==> src/rtl/seg7_pkg.sv <==
// Shared types and helpers for the scrolling seven-segment display.
//   char_t     : one message character, {blank, hex[3:0]}
//   SEG_BLANK  : active-low cathode pattern with every segment off
//   hex_to_seg : 4-bit hex digit -> active-low cathodes {a,b,c,d,e,f,g}
package seg7_pkg;

  typedef struct packed {
    logic       blank;
    logic [3:0] hex;
  } char_t;

  localparam logic [6:0] SEG_BLANK = 7'h7F;

  function automatic logic [6:0] hex_to_seg(input logic [3:0] h);
    logic [6:0] s;
    case (h)
      4'h0: s = 7'b0000001;
      4'h1: s = 7'b1001111;
      4'h2: s = 7'b0010010;
      4'h3: s = 7'b0000110;
      4'h4: s = 7'b1001100;
      4'h5: s = 7'b0100100;
      4'h6: s = 7'b0100000;
      4'h7: s = 7'b0001111;
      4'h8: s = 7'b0000000;
      4'h9: s = 7'b0000100;
      4'hA: s = 7'b0001000;
      4'hB: s = 7'b1100000;
      4'hC: s = 7'b0110001;
      4'hD: s = 7'b1000010;
      4'hE: s = 7'b0110000;
      4'hF: s = 7'b0111000;
      default: s = SEG_BLANK;
    endcase
    return s;
  endfunction

endpackage

==> src/rtl/tick_gen.sv <==
// Modulo-DIV prescaler with enable and synchronous clear.
//   clk, rst_n : clock, async active-low reset
//   en_i       : count enable (count holds when low)
//   clr_i      : synchronous clear to 0, wins over en_i
//   tick_o     : high for the cycle in which the count wraps DIV-1 -> 0
//   cnt_o      : current count, 0..DIV-1
module tick_gen #(
  parameter  int DIV = 4,
  localparam int CW  = (DIV > 1) ? $clog2(DIV) : 1
) (
  input  logic          clk,
  input  logic          rst_n,
  input  logic          en_i,
  input  logic          clr_i,
  output logic          tick_o,
  output logic [CW-1:0] cnt_o
);

  logic [CW-1:0] cnt_q, cnt_d;
  logic          at_top;

  assign at_top = (cnt_q == CW'(DIV - 1));
  assign tick_o = en_i & at_top;
  assign cnt_o  = cnt_q;

  always_comb begin
    cnt_d = cnt_q;
    if (clr_i)     cnt_d = '0;
    else if (en_i) cnt_d = at_top ? '0 : cnt_q + 1'b1;
  end

  always_ff @(posedge clk or negedge rst_n) begin
    if (!rst_n) cnt_q <= '0;
    else        cnt_q <= cnt_d;
  end

endmodule

==> src/rtl/seg7_scroll_display.sv <==
// Scrolling, time-multiplexed seven-segment driver.
// A MSG_LEN-character buffer is viewed through a NUM_DIGITS-wide window whose
// start (offset) steps once per SCROLL_DIV enabled cycles. Each digit gets a
// REFRESH_DIV-cycle slot; the first BLANK_CYCLES of a slot keep all anodes off
// to avoid ghosting while cathodes change.
//   clk, reset        : clock, async active-low reset
//   enable, direction : scroll run / direction (1 = left, offset increments)
//   home              : sync pulse, offset and scroll prescaler to 0
//   wr_en/addr/data   : message buffer write port, data = {blank, hex}
//   an, seg, dp       : active-low anodes (an[0] leftmost), cathodes, dp
module seg7_scroll_display
  import seg7_pkg::*;
#(
  parameter int NUM_DIGITS   = 8,
  parameter int MSG_LEN      = 16,
  parameter int REFRESH_DIV  = 100000,
  parameter int SCROLL_DIV   = 100000000,
  parameter int BLANK_CYCLES = 1000,
  localparam int AW = $clog2(MSG_LEN)
) (
  input  logic                  clk,
  input  logic                  reset,
  input  logic                  enable,
  input  logic                  direction,
  input  logic                  home,
  input  logic                  wr_en,
  input  logic [AW-1:0]         wr_addr,
  input  logic [4:0]            wr_data,
  output logic [NUM_DIGITS-1:0] an,
  output logic [6:0]            seg,
  output logic                  dp
);

  localparam int SW        = $clog2(NUM_DIGITS);
  localparam int RCW       = (REFRESH_DIV > 1) ? $clog2(REFRESH_DIV) : 1;
  localparam int SCW       = (SCROLL_DIV > 1) ? $clog2(SCROLL_DIV) : 1;
  localparam int SUMW      = $clog2(MSG_LEN + NUM_DIGITS);
  // Enough conditional subtractions to fold offset+scan (< MSG_LEN+NUM_DIGITS)
  // back into 0..MSG_LEN-1, even when the message is shorter than the window.
  localparam int MOD_ITERS = NUM_DIGITS / MSG_LEN + 1;

  char_t                  mem_q [MSG_LEN];
  logic [AW-1:0]          offset_q, offset_d;
  logic [SW-1:0]          scan_q, scan_d;
  logic [NUM_DIGITS-1:0]  an_q, an_d;
  logic [6:0]             seg_q, seg_d;

  logic                   ref_tick, scr_tick;
  logic [RCW-1:0]         ref_cnt;
  logic [SCW-1:0]         scr_cnt;
  logic [SUMW-1:0]        sum;
  logic [AW-1:0]          rd_idx;
  char_t                  rd_ch;
  logic                   unused_scr;

  tick_gen #(.DIV(REFRESH_DIV)) u_refresh (
    .clk    (clk),
    .rst_n  (reset),
    .en_i   (1'b1),
    .clr_i  (1'b0),
    .tick_o (ref_tick),
    .cnt_o  (ref_cnt)
  );

  tick_gen #(.DIV(SCROLL_DIV)) u_scroll (
    .clk    (clk),
    .rst_n  (reset),
    .en_i   (enable),
    .clr_i  (home),
    .tick_o (scr_tick),
    .cnt_o  (scr_cnt)
  );

  assign unused_scr = ^scr_cnt;

  // Scan and offset next state; home beats a coincident scroll tick.
  always_comb begin
    scan_d = scan_q;
    if (ref_tick) scan_d = (scan_q == SW'(NUM_DIGITS - 1)) ? '0 : scan_q + 1'b1;

    offset_d = offset_q;
    if (home)
      offset_d = '0;
    else if (scr_tick) begin
      if (direction) offset_d = (offset_q == AW'(MSG_LEN - 1)) ? '0 : offset_q + 1'b1;
      else           offset_d = (offset_q == '0) ? AW'(MSG_LEN - 1) : offset_q - 1'b1;
    end
  end

  // Buffer index for the digit being scanned, (offset + scan) mod MSG_LEN.
  always_comb begin
    sum = SUMW'(offset_q) + SUMW'(scan_q);
    for (int k = 0; k < MOD_ITERS; k++)
      if (sum >= SUMW'(MSG_LEN)) sum = sum - SUMW'(MSG_LEN);
    rd_idx = AW'(sum);
  end

  assign rd_ch = mem_q[rd_idx];

  always_comb begin
    an_d = '1;
    if ((BLANK_CYCLES == 0) || (ref_cnt >= RCW'(BLANK_CYCLES))) an_d[scan_q] = 1'b0;
    seg_d = rd_ch.blank ? SEG_BLANK : hex_to_seg(rd_ch.hex);
  end

  always_ff @(posedge clk or negedge reset) begin
    if (!reset) begin
      for (int i = 0; i < MSG_LEN; i++) mem_q[i] <= '{blank: 1'b1, hex: 4'h0};
      offset_q <= '0;
      scan_q   <= '0;
      an_q     <= '1;
      seg_q    <= SEG_BLANK;
    end else begin
      if (wr_en && (int'(wr_addr) < MSG_LEN)) mem_q[wr_addr] <= char_t'(wr_data);
      offset_q <= offset_d;
      scan_q   <= scan_d;
      an_q     <= an_d;
      seg_q    <= seg_d;
    end
  end

  assign an  = an_q;
  assign seg = seg_q;
  assign dp  = 1'b1;

endmodule
==> config.mk <==
export PLATFORM = sky130hd
export DESIGN_NAME = seg7_scroll_display
export DESIGN_NICKNAME = d
export VERILOG_FILES = /design/src/rtl/seg7_pkg.sv /design/src/rtl/tick_gen.sv /design/src/rtl/seg7_scroll_display.sv
export SDC_FILE = /design/constraint.sdc
export NUM_CORES = 1
export LEC_CHECK = 0
export CAP_MARGIN = 15
export CORE_MARGIN = 3
export CORE_UTILIZATION = 61
export CTS_CLUSTER_SIZE = 28
export DETAILED_ROUTE_END_ITERATION = 10
export PLACE_DENSITY = 0.8
export SLEW_MARGIN = 15
export SYNTH_ARGS = -nofsm -noshare
export SYNTH_HDL_FRONTEND = slang
export SYNTH_SLANG_ARGS = --single-unit
export TNS_END_PERCENT = 30
==> constraint.sdc <==
create_clock -name clk -period 3.95 [get_ports clk]
set_input_delay 0.79 -clock clk [delete_from_list [all_inputs] [get_ports clk]]
set_output_delay 0.79 -clock clk [all_outputs]
set_load 0.1 [all_outputs]
# Word level (Yosys, flattened, before mapping)
# Memory sizes are Yosys's and may differ from the RTL's.
# Index checks and enable logic that the tools add are counted.
# classes
n_reduce_logical,5
mux,21
n_eq_ne,4
shifts,0
bitwise_logic,4
n_addsub,7
n_lt_le_gt_ge,7
div,0
mul,0
# op_table
cell,count
2-to-1 mux 27 bit,3
bitwise mux 80 bit,1
adder 27 x 1 -> 27 bit (second input constant),1
equality test 27 bit (second input constant),1
2-to-1 mux 4 bit,6
binary-select mux 5 bit (select 4 bit),1
demux 5 bit (select 4 bit),1
adder 17 x 1 -> 17 bit (second input constant),1
equality test 17 bit (second input constant),1
>= comparator 17 x 10 -> 1 bit (second input constant),1
2-to-1 mux 17 bit,1
>= comparator 5 bit (second input constant),3
2-to-1 mux 5 bit,3
NOT 4 -> 5 bit,2
2-to-1 mux 8 bit,1
NOT 8 bit,1
subtractor 4 x 1 -> 4 bit (second input constant),2
2-to-1 mux 7 bit,1
adder 4 x 3 -> 5 bit,1
less-than comparator 5 x 1 -> 1 bit (second input constant),1
adder 4 x 1 -> 4 bit (second input constant),1
equality test 4 bit (second input constant),1
logical NOT 4 bit,1
less-than comparator 3 x 4 -> 1 bit (second input constant),1
other kinds (9),11
# totals
latch_bits,0
mem_count,1
word_cells,87
ff_bits,146
mem_bits_rw,0
rom_bits,112
# memory_table
memory,words,width,read_ports,rd_clocked_by_memory_dff,write_ports,line_no,rtl
(name not given),16,7,1,0,0,seg7_pkg.sv:16,case (h)

# Logic depth before layout (Yosys ltp)
# Gate-level depths: netlist of the first run.
# An unclocked memory read counts as a cell.
# logic_depth
word_depth,9
ltp_mapped,10
mapped_depth_nobuf,10

# Cells and area by module
# From an unflattened synthesis of the first run, not the netlist that was laid out.
# unflattened
hier_cells,620
hier_area_um2,7672.4
# by_module_without_submodules
module,area_per_inst_um2,cells_each,instances
seg7_scroll_display,5056.1,345,1
tick_gen (u_scroll),1574.0,166,1
tick_gen (u_refresh),1042.2,109,1

# Worst setup path after synthesis of the first run
# Ideal clock, no wire load.
# synth_timing
path_kind,reg-to-reg
start,reg offset_q[0]
end,reg seg_q[6] (netlist: seg[6])
setup_slack_ps,1137
setup_ps,87
n_path_buf,1
t_required_ps,3863
period_less_slack_ps,2813
path_stages_with_launch,9
arrival_ps,2726
path_cell_list,dfrtp_1 -> ha_1 -> fa_1 -> buf_2 -> mux4_2 -> mux4_2 -> ha_1 -> nor4b_2 -> a211oi_1
# synth_between
elab_chain_len,9
# synth_lines
element,line_no,rtl
start: declaration,seg7_scroll_display.sv:43,"logic [AW-1:0] offset_q, offset_d;"
start signal: assignment,seg7_scroll_display.sv:115,offset_q <= offset_d;
adder 4 x 3 -> 5 bit (*),seg7_scroll_display.sv:92,sum = SUMW'(offset_q) + SUMW'(scan_q);
subtractor 4 x 1 -> 4 bit / >= comparator 5 bit (equally long branches),seg7_scroll_display.sv:94,if (sum >= SUMW'(MSG_LEN)) sum = sum - SUMW'(MSG_LEN);
2-to-1 mux 4 bit (*),seg7_scroll_display.sv:94,
NOT 4 -> 5 bit (implied by the code) (*),seg7_scroll_display.sv:98,assign rd_ch = mem_q[rd_idx];
binary-select mux 5 bit (select 4 bit) (*),seg7_scroll_display.sv:98,
2-to-1 mux 5 bit (implied by the code) (*) (2 in a row),seg7_scroll_display.sv:98,
memory read (16 x 7 bit),--,
2-to-1 mux 7 bit (*),seg7_scroll_display.sv:103,seg_d = rd_ch.blank ? SEG_BLANK : hex_to_seg(rd_ch.hex);
named net seg_d[6],seg7_scroll_display.sv:46,"logic [6:0] seg_q, seg_d;"
end signal: assignment,seg7_scroll_display.sv:118,seg_q <= seg_d;
end: declaration,seg7_scroll_display.sv:46,
# The timed path passes the listed nets; every way through them passes the cells marked *. The select of a mux whose other input is x is not followed.
# A chain may end at the register's enable or synchronous reset.

# Worst setup path in the final report of the first run
# Ends and elaborated chain as after synthesis.

==> results of run 1 <==
-- registers in the layout, indices dropped and copies added (netlist names) --
| register | flops |
|---|---|
| mem_q | 80 |
| u_scroll.cnt_o | 27 |
| u_refresh.cnt_o | 17 |
| an | 8 |
| seg | 7 |
| offset_q | 4 |
| scan_q | 3 |
-- where the power goes --
part,internal [uW],switching (uW)
clock network,873,592
logic,347,472
registers,1770,117
-- final timing paths --
check                           slack (ns)                  end                 from  cells past startpoint
min in group clk                      0.48  u_refresh.cnt_o[14]  u_refresh.cnt_o[14]                      1
max in group asynchronous             2.60            mem_q[64]                reset                      2
worst max-delay path                  0.58               seg[6]          offset_q[0]                      8
worst min register to register        0.48  u_refresh.cnt_o[14]  u_refresh.cnt_o[14]                      1
worst max register to register        0.58               seg[6]          offset_q[0]                      8
worst min-delay path                  0.42            mem_q[40]                reset                      1
-- stage by stage --
step           util [%]  total power (uW)  cells  hold WS (ns)
6_report           71.6              4170    772         0.423
5_1_grt            71.6              4340    772         0.491
4_1_cts            71.6              4200    772         0.468
3_5_place_dp       66.9              2720    740         0.477
3_3_place_gp       66.9              2690    740         0.468
2_1_floorplan         -              2500    586         0.437
-- per-layer routing --
| metal | vias up | GRT usage, % | routed length [um] |
|---|---|---|---|
| met5 | - | 0 | 0 |
| li1 | 2177 | - | - |
| met2 | 124 | 41.9 | 7700 |
| met1 | 2471 | 31.1 | 6440 |
| met3 | 31 | 6.01 | 617 |
| met4 | 0 | 7.82 | 266 |
-- critical path: stages (launching register included) --
cell and delay, ns:
dfrtp_1 0.43, ha_1 0.25, fa_1 0.90, buf_4 0.27, mux4_2 0.20, mux2i_1 0.09, mux2i_2 0.68, nor4b_2 0.37
a211oi_1 0.09
-- cell families after synthesis --
family          share of synthesized area (%)
buf+inv                                  2.54
simple gates                             11.9
compound gates                           5.04
flops                                    50.4
other cells                            0.0512
fa+ha+maj                                3.01
mux                                      22.4
xor+xnor                                 4.66
-- cell type report --
| cell class | instances | area (um^2) |
|---|---|---|
| multi-input cells | 398 | 3460 |
| well taps | 143 | 179 |
| flip-flops and latches | 146 | 3690 |
| inverters | 17 | 63.8 |
| fillers | 776 | 3290 |
| clock inverters | 11 | 90.1 |
| repair buffers | 36 | 344 |
| clock buffers | 21 | 450 |
-- cell usage in the layout, fill, tap and decap left out, types with 7 or more instances in the layout --
master and instances:
dfrtp_1 115, clkbuf_16 17, mux4_2 17, xor2_1 20
nand4_1 7, buf_4 7, clkdlybuf4s50_1 28, a21oi_1 12
mux4_1 7, o21ai_0 12, nor4_1 7, nand2b_1 7
mux2_2 85, inv_1 16, nor2_1 52, mux2i_1 8
xnor2_1 14, nand2_1 26, ha_1 16, nand3_1 23
dfstp_2 31, and3_1 10
==> metrics.csv, run 1 <==
metric,value,unit
buffers added on ports,29,
PostCTS Resize Cnt,0,
total die area,13400,um^2
largest net degree at the start of global routing,92,
critical path type,reg2reg,
total negative slack,0,ns
Mean Syn Cell Area,12.5,um^2
initial drt markers,334,
Die Span Y,116,um
post-synthesis cell type count,62,
Worst Setup Start Kind,register,
Leak,0.00350,uW
worst-case vdd ir drop,0.317,mV
CTS tree,yes,
hpwl dp,10.4,mm
Crit Path Max Fanout,14,
PwrDens,503,nW/um^2
CP Data Arrival Time,3.70,ns
number of enable flip-flop cells after synthesis,0,
Slew @ Worst Pin,1.00,ns
Initial DRT Pass Iterations,7,
Worst Setup End Kind,register,
Final Critical Period,3.37,ns
Clock Sinks,146,
Placement Cell Area,7730,um^2
Slew Limit Headroom,32.5,%
routability cong.,0.876,
first-pass GRT wire length,25.1,mm
later-pin clock latency in the skew report,0.42,ns
post-route cell area,8280,um^2
"Data required, critical path",4.28,ns
Total GRT Usage,24.6,%
Post-CTS Hold Fix Bufs,0,
Post-Syn Instances,586,
Synth-to-Final Area Change,12.9,%
asr flop ratio synth,100,%
initial antenna violation count,0,
vias,4803,
Clock Skew,0.00825,ns
vias in the first global route,4963,
Core ar.,11600,um^2
"Clk pin slew, worst setup/hold paths",0.06,ns
layout cells sized above 1,28.8,%
"top cells by count, synth","115 x dfrtp_1, 85 x mux2_2, 52 x nor2_1, 31 x dfstp_2, 26 x nand2_1",
post-route worst setup slack,0.580,ns
Final setup violation count,0,
DRC violations left,0,
pre-CTS WS,0.587,ns
fin nets,648,
cell taking the most area after synthesis,dfrtp_1,
WL final,15.0,mm
status,completed,
f_max,0.297,GHz
die width,116,um
# diodes,0,
post-synthesis cell area,7330,um^2
Slew Limit Fails,0,
Syn Nets,618,
top_reg_cell synth,dfrtp_1,
synthesis warning total,0,
Initial Util,63.4,%
Synth top area share,39.3,%
number of placed I/O pins,31,
crit share post-route,85.3,%
Seq cells post-synth,146,
CTS max path bufs,2,
most frequent cell after synthesis,dfrtp_1,
postcts setup bufs,0,
Hold Path Class,in2async,
Via density,6.22,
H-tree depth,4,
gr ovfl total,0,
post-route ant nets,0,
max cap viols,0,
final hold vios,0,
total CTS buffers,17,
CTS root buf,clkbuf_16,
wire length per cell after detailed routing,19.5,um
row count,39,
"Seq/Total Area, Yosys",50.4,%
RSZ-0062 raised after global routing,no,
synth top area cells,"dfrtp_1 39%, mux2_2 13%, dfstp_2 11%",
No activity file was read; power rests on OpenSTA's default activity.
==> run 2: changes to the inputs <==
--- a/config.mk
+++ b/config.mk
@@ -11,6 +11,7 @@
 export CTS_CLUSTER_SIZE = 28
 export DETAILED_ROUTE_END_ITERATION = 10
 export PLACE_DENSITY = 0.8
+export SKIP_CTS_REPAIR_TIMING = 1
 export SLEW_MARGIN = 15
 export SYNTH_ARGS = -nofsm -noshare
 export SYNTH_HDL_FRONTEND = slang
==> results of run 2 <==
No change in the layout: final DEF, timing and power equal those of run 1.
